--- config.mk ---
export PLATFORM = sky130hd
export DESIGN_NAME = fft_peak_seeker_flat
export DESIGN_NICKNAME = d
export VERILOG_FILES = /design/src/rtl/fft_peak_seeker_if.sv /design/src/rtl/fft_peak_seeker.sv /design/src/flat_wrapper.sv
export SDC_FILE = /design/constraint.sdc
export NUM_CORES = 1
export LEC_CHECK = 0
export CAP_MARGIN = 30
export CORE_UTILIZATION = 43
export DETAILED_ROUTE_END_ITERATION = 12
export GPL_TIMING_DRIVEN = 0
export PLACE_DENSITY = 0.76
export SLEW_MARGIN = 0
export SYNTH_ARGS = -nofsm -noshare
export SYNTH_HDL_FRONTEND = slang
export SYNTH_SLANG_ARGS = --single-unit
export TNS_END_PERCENT = 50
--- constraint.sdc ---
create_clock -name clk -period 2.3 [get_ports clk]
set_input_delay 0.46 -clock clk [delete_from_list [all_inputs] [get_ports clk]]
set_output_delay 0.46 -clock clk [all_outputs]
set_load 0.005 [all_outputs]
--- src/rtl/fft_peak_seeker_if.sv ---
// Bundle of the magnitude stream, frame control, RAM port pair and peak result for
// fft_peak_seeker.
interface fft_peak_seeker_if #(
  parameter int unsigned ADDR_W = 6,
  parameter int unsigned DATA_W = 32
);
  logic              in_valid;
  logic [DATA_W-1:0] in_data;
  logic              in_ready;
  logic              frame_abort;
  logic              ram_cea;
  logic [ADDR_W-1:0] ram_ada;
  logic [DATA_W-1:0] ram_din;
  logic              ram_ceb;
  logic              ram_oce;
  logic [ADDR_W-1:0] ram_adb;
  logic [DATA_W-1:0] ram_dout;
  logic              peak_valid;
  logic [ADDR_W-1:0] peak_idx;
  logic [DATA_W-1:0] peak_mag;
  logic              busy;
  logic [15:0]       frame_cnt;

  modport master (
    output in_valid, in_data, frame_abort, ram_dout,
    input  in_ready, ram_cea, ram_ada, ram_din, ram_ceb, ram_oce, ram_adb,
    input  peak_valid, peak_idx, peak_mag, busy, frame_cnt
  );

  modport slave (
    input  in_valid, in_data, frame_abort, ram_dout,
    output in_ready, ram_cea, ram_ada, ram_din, ram_ceb, ram_oce, ram_adb,
    output peak_valid, peak_idx, peak_mag, busy, frame_cnt
  );
endinterface

--- src/rtl/fft_peak_seeker.sv ---
// Buffers one FFT magnitude frame into an external RAM, then scans bins BIN_LO..BIN_HI
// for the largest magnitude and reports its index and value.
module fft_peak_seeker #(
  parameter int unsigned ADDR_W = 6,
  parameter int unsigned DATA_W = 32,
  parameter int unsigned BIN_LO = 1,
  parameter int unsigned BIN_HI = 63
) (
  input logic             clk,
  input logic             rst_n,
  fft_peak_seeker_if.slave bus
);

  typedef enum logic [1:0] {StFill, StScan, StFlush, StReport} state_e;

  localparam logic [ADDR_W-1:0] LoAddr = ADDR_W'(BIN_LO);
  localparam logic [ADDR_W-1:0] HiAddr = ADDR_W'(BIN_HI);
  localparam logic [ADDR_W-1:0] LastWr = '1;

  state_e            state_q, state_d;
  logic [ADDR_W-1:0] wr_cnt_q, wr_cnt_d;
  logic [ADDR_W-1:0] rd_cnt_q, rd_cnt_d;
  logic [ADDR_W-1:0] rd_adr_q;
  logic              rd_vld_q, rd_vld_d;
  logic [DATA_W-1:0] best_mag_q, best_mag_d;
  logic [ADDR_W-1:0] best_idx_q, best_idx_d;
  logic [DATA_W-1:0] peak_mag_q, peak_mag_d;
  logic [ADDR_W-1:0] peak_idx_q, peak_idx_d;
  logic [15:0]       frame_cnt_q, frame_cnt_d;
  logic              accept;
  logic              report;

  assign bus.in_ready = (state_q == StFill) & ~bus.frame_abort;
  assign accept       = bus.in_valid & bus.in_ready;
  assign bus.ram_cea  = accept;
  assign bus.ram_ada  = accept ? wr_cnt_q : '0;
  assign bus.ram_din  = accept ? bus.in_data : '0;
  assign bus.ram_ceb  = (state_q == StScan);
  assign bus.ram_oce  = (state_q == StScan);
  assign bus.ram_adb  = bus.ram_ceb ? rd_cnt_q : '0;

  // Result is presented during the REPORT cycle itself so an abort there can veto it.
  assign report         = (state_q == StReport) & ~bus.frame_abort;
  assign bus.peak_valid = report;
  assign bus.peak_idx   = report ? best_idx_q : peak_idx_q;
  assign bus.peak_mag   = report ? best_mag_q : peak_mag_q;
  assign bus.busy       = (state_q != StFill);
  assign bus.frame_cnt  = frame_cnt_q;

  always_comb begin
    state_d     = state_q;
    wr_cnt_d    = wr_cnt_q;
    rd_cnt_d    = rd_cnt_q;
    rd_vld_d    = 1'b0;
    best_mag_d  = best_mag_q;
    best_idx_d  = best_idx_q;
    peak_mag_d  = peak_mag_q;
    peak_idx_d  = peak_idx_q;
    frame_cnt_d = frame_cnt_q;

    // Strict compare keeps the lowest index on ties.
    if (rd_vld_q && (bus.ram_dout > best_mag_q)) begin
      best_mag_d = bus.ram_dout;
      best_idx_d = rd_adr_q;
    end

    unique case (state_q)
      StFill: begin
        if (accept) begin
          wr_cnt_d = wr_cnt_q + 1'b1;
          if (wr_cnt_q == LastWr) begin
            state_d    = StScan;
            rd_cnt_d   = LoAddr;
            best_mag_d = '0;
            best_idx_d = LoAddr;
          end
        end
      end
      StScan: begin
        rd_vld_d = 1'b1;
        rd_cnt_d = rd_cnt_q + 1'b1;
        if (rd_cnt_q == HiAddr) begin
          state_d  = StFlush;
          rd_cnt_d = LoAddr;
        end
      end
      StFlush: state_d = StReport;
      StReport: begin
        state_d     = StFill;
        peak_mag_d  = best_mag_q;
        peak_idx_d  = best_idx_q;
        frame_cnt_d = frame_cnt_q + 16'd1;
      end
      default: state_d = StFill;
    endcase

    if (bus.frame_abort) begin
      state_d     = StFill;
      wr_cnt_d    = '0;
      rd_cnt_d    = LoAddr;
      rd_vld_d    = 1'b0;
      peak_mag_d  = peak_mag_q;
      peak_idx_d  = peak_idx_q;
      frame_cnt_d = frame_cnt_q;
    end
  end

  always_ff @(posedge clk or negedge rst_n) begin
    if (!rst_n) begin
      state_q     <= StFill;
      wr_cnt_q    <= '0;
      rd_cnt_q    <= LoAddr;
      rd_adr_q    <= '0;
      rd_vld_q    <= 1'b0;
      best_mag_q  <= '0;
      best_idx_q  <= LoAddr;
      peak_mag_q  <= '0;
      peak_idx_q  <= '0;
      frame_cnt_q <= '0;
    end else begin
      state_q     <= state_d;
      wr_cnt_q    <= wr_cnt_d;
      rd_cnt_q    <= rd_cnt_d;
      rd_adr_q    <= rd_cnt_q;
      rd_vld_q    <= rd_vld_d;
      best_mag_q  <= best_mag_d;
      best_idx_q  <= best_idx_d;
      peak_mag_q  <= peak_mag_d;
      peak_idx_q  <= peak_idx_d;
      frame_cnt_q <= frame_cnt_d;
    end
  end

endmodule
--- src/flat_wrapper.sv ---
// flat-port wrapper written by rule: the top's interface ports become plain ports
module fft_peak_seeker_flat 
#(
  parameter int unsigned ADDR_W = 6,
  parameter int unsigned DATA_W = 32,
  parameter int unsigned BIN_LO = 1,
  parameter int unsigned BIN_HI = 63
)
  (clk, rst_n, bus_in_valid, bus_in_data, bus_frame_abort, bus_ram_dout, bus_in_ready, bus_ram_cea, bus_ram_ada, bus_ram_din, bus_ram_ceb, bus_ram_oce, bus_ram_adb, bus_peak_valid, bus_peak_idx, bus_peak_mag, bus_busy, bus_frame_cnt);
  fft_peak_seeker_if #(.ADDR_W(ADDR_W), .DATA_W(DATA_W)) bus_i ();
  input logic clk;
  input logic rst_n;
  input wire logic [$bits(bus_i.in_valid)-1:0] bus_in_valid;
  input wire logic [$bits(bus_i.in_data)-1:0] bus_in_data;
  input wire logic [$bits(bus_i.frame_abort)-1:0] bus_frame_abort;
  input wire logic [$bits(bus_i.ram_dout)-1:0] bus_ram_dout;
  output wire logic [$bits(bus_i.in_ready)-1:0] bus_in_ready;
  output wire logic [$bits(bus_i.ram_cea)-1:0] bus_ram_cea;
  output wire logic [$bits(bus_i.ram_ada)-1:0] bus_ram_ada;
  output wire logic [$bits(bus_i.ram_din)-1:0] bus_ram_din;
  output wire logic [$bits(bus_i.ram_ceb)-1:0] bus_ram_ceb;
  output wire logic [$bits(bus_i.ram_oce)-1:0] bus_ram_oce;
  output wire logic [$bits(bus_i.ram_adb)-1:0] bus_ram_adb;
  output wire logic [$bits(bus_i.peak_valid)-1:0] bus_peak_valid;
  output wire logic [$bits(bus_i.peak_idx)-1:0] bus_peak_idx;
  output wire logic [$bits(bus_i.peak_mag)-1:0] bus_peak_mag;
  output wire logic [$bits(bus_i.busy)-1:0] bus_busy;
  output wire logic [$bits(bus_i.frame_cnt)-1:0] bus_frame_cnt;
  assign bus_i.in_valid = bus_in_valid;
  assign bus_i.in_data = bus_in_data;
  assign bus_i.frame_abort = bus_frame_abort;
  assign bus_i.ram_dout = bus_ram_dout;
  assign bus_in_ready = bus_i.in_ready;
  assign bus_ram_cea = bus_i.ram_cea;
  assign bus_ram_ada = bus_i.ram_ada;
  assign bus_ram_din = bus_i.ram_din;
  assign bus_ram_ceb = bus_i.ram_ceb;
  assign bus_ram_oce = bus_i.ram_oce;
  assign bus_ram_adb = bus_i.ram_adb;
  assign bus_peak_valid = bus_i.peak_valid;
  assign bus_peak_idx = bus_i.peak_idx;
  assign bus_peak_mag = bus_i.peak_mag;
  assign bus_busy = bus_i.busy;
  assign bus_frame_cnt = bus_i.frame_cnt;
  fft_peak_seeker #(.ADDR_W(ADDR_W), .DATA_W(DATA_W), .BIN_LO(BIN_LO), .BIN_HI(BIN_HI)) u_core (.clk(clk), .rst_n(rst_n), .bus(bus_i));
endmodule
After elaboration in Yosys (flattened, before gate mapping)
Cells that the tools add are included.

Bitwise gates (word level): 4. Muxes and demuxes: 28. Equality and inequality tests: 8. Order comparisons: 1. Reduce and logical (&&, ||, !) cells: 10. Add/sub/neg operators: 3.

Operators with widths (number): two-way mux 32 bit (6); two-way mux 6 bit (14); > comparator 32 bit (1); adder 16 x 1 -> 16 bit, second input constant (1); adder 6 x 1 -> 6 bit, second input constant (2); equality test 6 bit, second input constant (2); case mux 6 bit (2 select lines) (1); two-way mux 2 bit (4); case mux 2 bit (4 select lines) (1); != test 3 bit, second input constant (2); AND reduction 3 bit (2); nonzero test 2 bit (3); equality test 2 bit, second input constant (2); AND reduction 2 bit (2); AND 1 bit (3); != test 3 x 2 -> 1 bit, second input constant (1); nonzero test 3 bit (1); equality test 2 x 1 -> 1 bit, second input constant (1); logical NOT 2 bit (1); two-way mux 1 bit (2); logical AND 1 bit (1); inverter 1 bit (1).

Input bits: 68. Output and inout port bits: 104. Logic and storage cells: 64. Register bits: 113.

Longest topological paths before layout
Word-level depth: 6. Depth in mapped cells: 10. Mapped depth without buffers: 8.

Worst setup path after synthesis
No wires, ideal clock.

Kind: in2reg. From: input bus_ram_dout[14]. To: register u_core.best_idx_q[1]. Path buffers: 2. Stages: 9. Path slack: -0.048 ns. Library setup time: 0.124 ns. Required time: 2.176 ns. Arrival: 2.224 ns. Path through: ha_1 -> nand4_1 -> or3_1 -> or4_1 -> o21ai_1 -> a21oi_1 -> buf_6 -> buf_6 -> mux2i_1.

Longest elaborated chain between the ends: 6.

RTL lines: start, declared (RTL line flat_wrapper.sv:16) `input wire logic [$bits(bus_i.ram_dout)-1:0] bus_ram_dout;`; > comparator 32 bit (*) (RTL line fft_peak_seeker.sv:62) `if (rd_vld_q && (bus.ram_dout > best_mag_q)) begin`; logical AND 1 bit (*) (RTL line fft_peak_seeker.sv:62); two-way mux 6 bit (*) (RTL line fft_peak_seeker.sv:62); two-way mux 6 bit (RTL line fft_peak_seeker.sv:71) `if (wr_cnt_q == LastWr) begin`; two-way mux 6 bit (RTL line fft_peak_seeker.sv:69) `if (accept) begin`; two-way mux 6 bit (*) (RTL line fft_peak_seeker.sv:67) `unique case (state_q)`; net u_core.best_idx_d[1] (RTL line fft_peak_seeker.sv:26) `logic [ADDR_W-1:0] best_idx_q, best_idx_d;`; end signal, assigned (RTL line fft_peak_seeker.sv:116) `best_idx_q <= LoAddr;`; end signal, assigned (RTL line fft_peak_seeker.sv:127) `best_idx_q <= best_idx_d;`; end, declared (RTL line fft_peak_seeker.sv:26).

Mark *: on every way through the listed nets, which the timed path passes. The rest lies on a longest branch. A chain may end at the register's enable or synchronous reset.

Worst setup path after layout
From: register u_core.best_mag_q[29]. To: register u_core.best_mag_q[0].

Longest elaborated chain between the ends: 6.

RTL lines: start, declared (RTL line fft_peak_seeker.sv:25) `logic [DATA_W-1:0] best_mag_q, best_mag_d;`; start signal, assigned (RTL line fft_peak_seeker.sv:126) `best_mag_q <= best_mag_d;`; > comparator 32 bit (*) (RTL line fft_peak_seeker.sv:62); logical AND 1 bit (*) (RTL line fft_peak_seeker.sv:62); two-way mux 32 bit (*) (RTL line fft_peak_seeker.sv:62); two-way mux 32 bit (RTL line fft_peak_seeker.sv:71); two-way mux 32 bit (RTL line fft_peak_seeker.sv:69); two-way mux 32 bit (*) (RTL line fft_peak_seeker.sv:67); net u_core.best_mag_d[0] (RTL line fft_peak_seeker.sv:25).

Marks and branches as above.

==> summary.txt <==
Timing
  • Final hold viol count: 0
  • Final setup viols: 108
  • Final worst slack: -0.250 ns
  • Period utilization: 111%
  • Clock Skew: 0.00875 ns
  • RSZ-0062 raised after global routing: yes
  • Fmax: 392 MHz
  • Worst slew pin tran: 0.691 ns
  • Pins over their slew limit: 0
  • Slew margin rel.: 53.9%
  • Min cycle time layout: 2.55 ns

Cells and area
  • Design area: 9810 µm²
  • Layout cells sized above 1: 36.8%
  • Number of diodes: 0
  • Most frequent cells in the layout: 111 x dfrtp_1, 90 x nand2_1, 71 x buf_6, 63 x clkdlybuf4s50_1, 46 x buf_4
  • Layout net count: 934
  • Most common cell after layout, fill and taps aside: dfrtp_1
  • Fillers: 880
  • Area Overhead vs Synth: 68.1%

Synthesis
  • Post-synthesis sequential area ratio: 48.5%
  • Post-synth EDFFs: 0
  • Post-Synthesis Cells: 557
  • Syn Nets: around 660
  • #FFs+latches synth: 113
  • Ys async rst share: 100%
  • Largest area contributor in the netlist: dfrtp_1
  • Ys Warns: 0
  • Synth top area cells: dfrtp_1 48%, ha_1 8.4%, mux2_2 7.1%
  • Ys flop type: dfrtp_1
  • Yosys top cell area share: 47.6%
  • Mapped Area: 5840 µm²
  • Synth unique cells: slightly above 40
  • Post-Syn Area per Cell: 10.5 µm²

Setup path
  • Crit-path cells: inv_1 > ha_4 > nand4_1 > or2_4 > or4_4 > o21ai_2 > a21oi_2 > buf_6 > buf_12 > mux2i_1
  • Setup Crit Path Kind: reg2reg
  • FF-to-FF End: u_core.best_mag_q[0]
  • CP Depth: 10
  • Critical-path top delay cell: or4_4
  • Critical path buffers and inverters: 3
  • WP data required: 2.63 ns
  • Startpoint types: flip-flop
  • Worst flop-to-flop path startpoint: u_core.best_mag_q[29]
  • Crit-path max FO: 7
  • Worst Path Arrival: between 2 and 3 ns
  • Worst path max stage delay: 0.56 ns
  • Cells on worst reg2reg path: 10
  • R2R Setup Slk: -0.25 ns
  • Cell family with most CP delay: simple AND/OR/NAND/NOR gates
  • CP Capture Type: flip-flop

Routing
  • DR vias: ~5300
  • Iter 0 DRT Violations: 236
  • Drt first pass iters: 4
  • DRT Wirelength: roughly 18000 µm
  • Drt wl/cell: between 15 and 20 µm
  • DR vias/cell: 5.24
  • DR DRC count: 0
  • ANT nets after route: 0

Floorplan
  • Starting Density: 44.1%
  • Ports: 172
  • Die width: 118 µm
  • DIE AREA: around 14000 µm²
  • Core Area: 13200 µm²
  • Die height: approximately 120 µm
  • Row count: 42

Global route
  • Largest net degree at the start of global routing: 62
  • Vias in the first global route: around 5500
  • First-pass GRT wire length: 27700 µm
  • Met3 Use GR: 6.47%
  • Most Crowded Layer GR: met2
  • Initial antenna violation count: 0
  • Grt met1 use: 29.1%
  • Global-route usage over all layers: 25.7%
  • Grt total ovfl: 0
  • GR Layer Usage met2: between 40% and 50%

Clock network
  • Cts bufs inserted: 17
  • H-tree level count: 4
  • Hold buffers post-CTS: 0
  • Clk slew on worst S/H paths: 0.05 ns
  • Worst skew pair latency: approximately 0.43 ns
  • Max Root-Sink Buffers: 2
  • CTS root buf: clkbuf_16
  • CTS tree: built
  • Clock sinks: 113

Power
  • Leakage: 4.74 nW
  • PwrDens: 529 nW/µm²
  • Peak VDD IR: 0.540 mV
  • Total Power: around 0.0052 W

Placed design
  • HPWL after DPL: 10900 µm
  • PortBufs: 171
  • Dpl cell area: 7910 µm²
  • GPL Wtd Cong: 0.788

Min path
  • Min-delay worst type: in2async

Outcome
  • Failing checks: negative setup slack
  • Status: finished with violations

Run
  • Max Cap Viol: 0
[Yosys cell counts (2+ instances only)]
cell	count
and2_1	7
nor2_1	16
dfrtp_1	111
nand4_1	16
nand3_1	9
mux2_2	37
mux2_1	3
nand2b_1	2
a211oi_1	2
xor2_1	9
buf_6	3
or2_1	3
nor3_1	4
a21o_1	7
xnor2_1	10
a21oi_1	15
clkbuf_1	22
mux2i_1	39
and3_1	42
o211ai_1	2
inv_1	36
o21ai_0	5
nand2_1	90
dfstp_2	2
o31ai_1	4
o21ai_1	6
ha_1	39
nor2b_1	3
[registers in the layout (all words and copies together), names as in the netlist]
signal and count:
u_core.peak_mag_q 32, u_core.state_q 2, u_core.wr_cnt_q 6, u_core.best_mag_q 32
u_core.best_idx_q 6, u_core.peak_idx_q 6, u_core.rd_cnt_q 6, u_core.rd_vld_q 1
u_core.bus.frame_cnt 16, u_core.rd_adr_q 6
[how the worst max path moves through the flow]
stage	from	to	slack [ns]
floorplan	bus_ram_dout[26]	u_core.best_idx_q[1]	0.001
finish	u_core.best_mag_q[29]	u_core.best_mag_q[0]	-0.25
global placement	rst_n	u_core.rd_cnt_q[1]	-3.47
CTS	u_core.state_q[1]	bus_peak_mag[28]	-0.22
detailed placement	bus_frame_abort	bus_peak_mag[23]	-1.17
global route	u_core.best_mag_q[29]	u_core.best_mag_q[29]	-0.29
[stage by stage]
| stage | util, % | setup WS (ns) | hold WS (ns) | instances | setup TNS, ns |
|---|---|---|---|---|---|
| final | 74.1 | -0.250 | 0.0682 | 1015 | -15.90 |
| after global routing | 74.1 | -0.287 | 0.128 | 1015 | -23.08 |
| after CTS | 71.3 | -0.217 | 0.108 | 990 | -14.13 |
| after detailed placement | 59.8 | -1.17 | 0.432 | 905 | -107.55 |
| after global placement | 59.6 | -3.47 | 0.432 | 904 | -489.24 |
| after floorplan | - | 0.00142 | 0.164 | 557 | 0 |
[power by group]
group	switching, W	internal (W)
Sequential	0.00000394	0.00199
Clock	0.000923	0.00182
Combinational	0.000196	0.000251
[cells by family after synthesis]
group	count (synthesis)	share of synthesized area (%)
multiplexers	79	14.4
XOR/XNOR	19	2.85
flip-flops	113	48.5
buffers and inverters	64	4.59
AO/OA/AOI/OAI	49	5.30
adder cells (fa/ha/maj)	39	8.36
AND/OR/NAND/NOR	194	16.0
[layer usage]
layer,vias to the layer above,routed length [µm]
li1,2459,-
met2,202,9470
met4,0,400
met3,27,927
met5,-,0
met1,2628,7140
[final cells by class]
type,count,area (µm²),share of cell area [%]
clock buffer,19,443,4.52
timing repair buffer,251,2460,25.1
clock inverter,12,165,1.68
multi-input combinational,381,3240,33.0
sequential,113,2830,28.9
tap,176,220,2.25
inverter,37,144,1.47
buffer,26,300,3.06
[timing repair]
action | CTS | global route
setup buffers | 44 | 23
gates resized for setup | 517 | 53
endpoints found under the setup margin | 126 | 121
gates cloned | 10 | 3
pin swaps | 20 | 10
No activity file was read; power rests on OpenSTA's default activity.
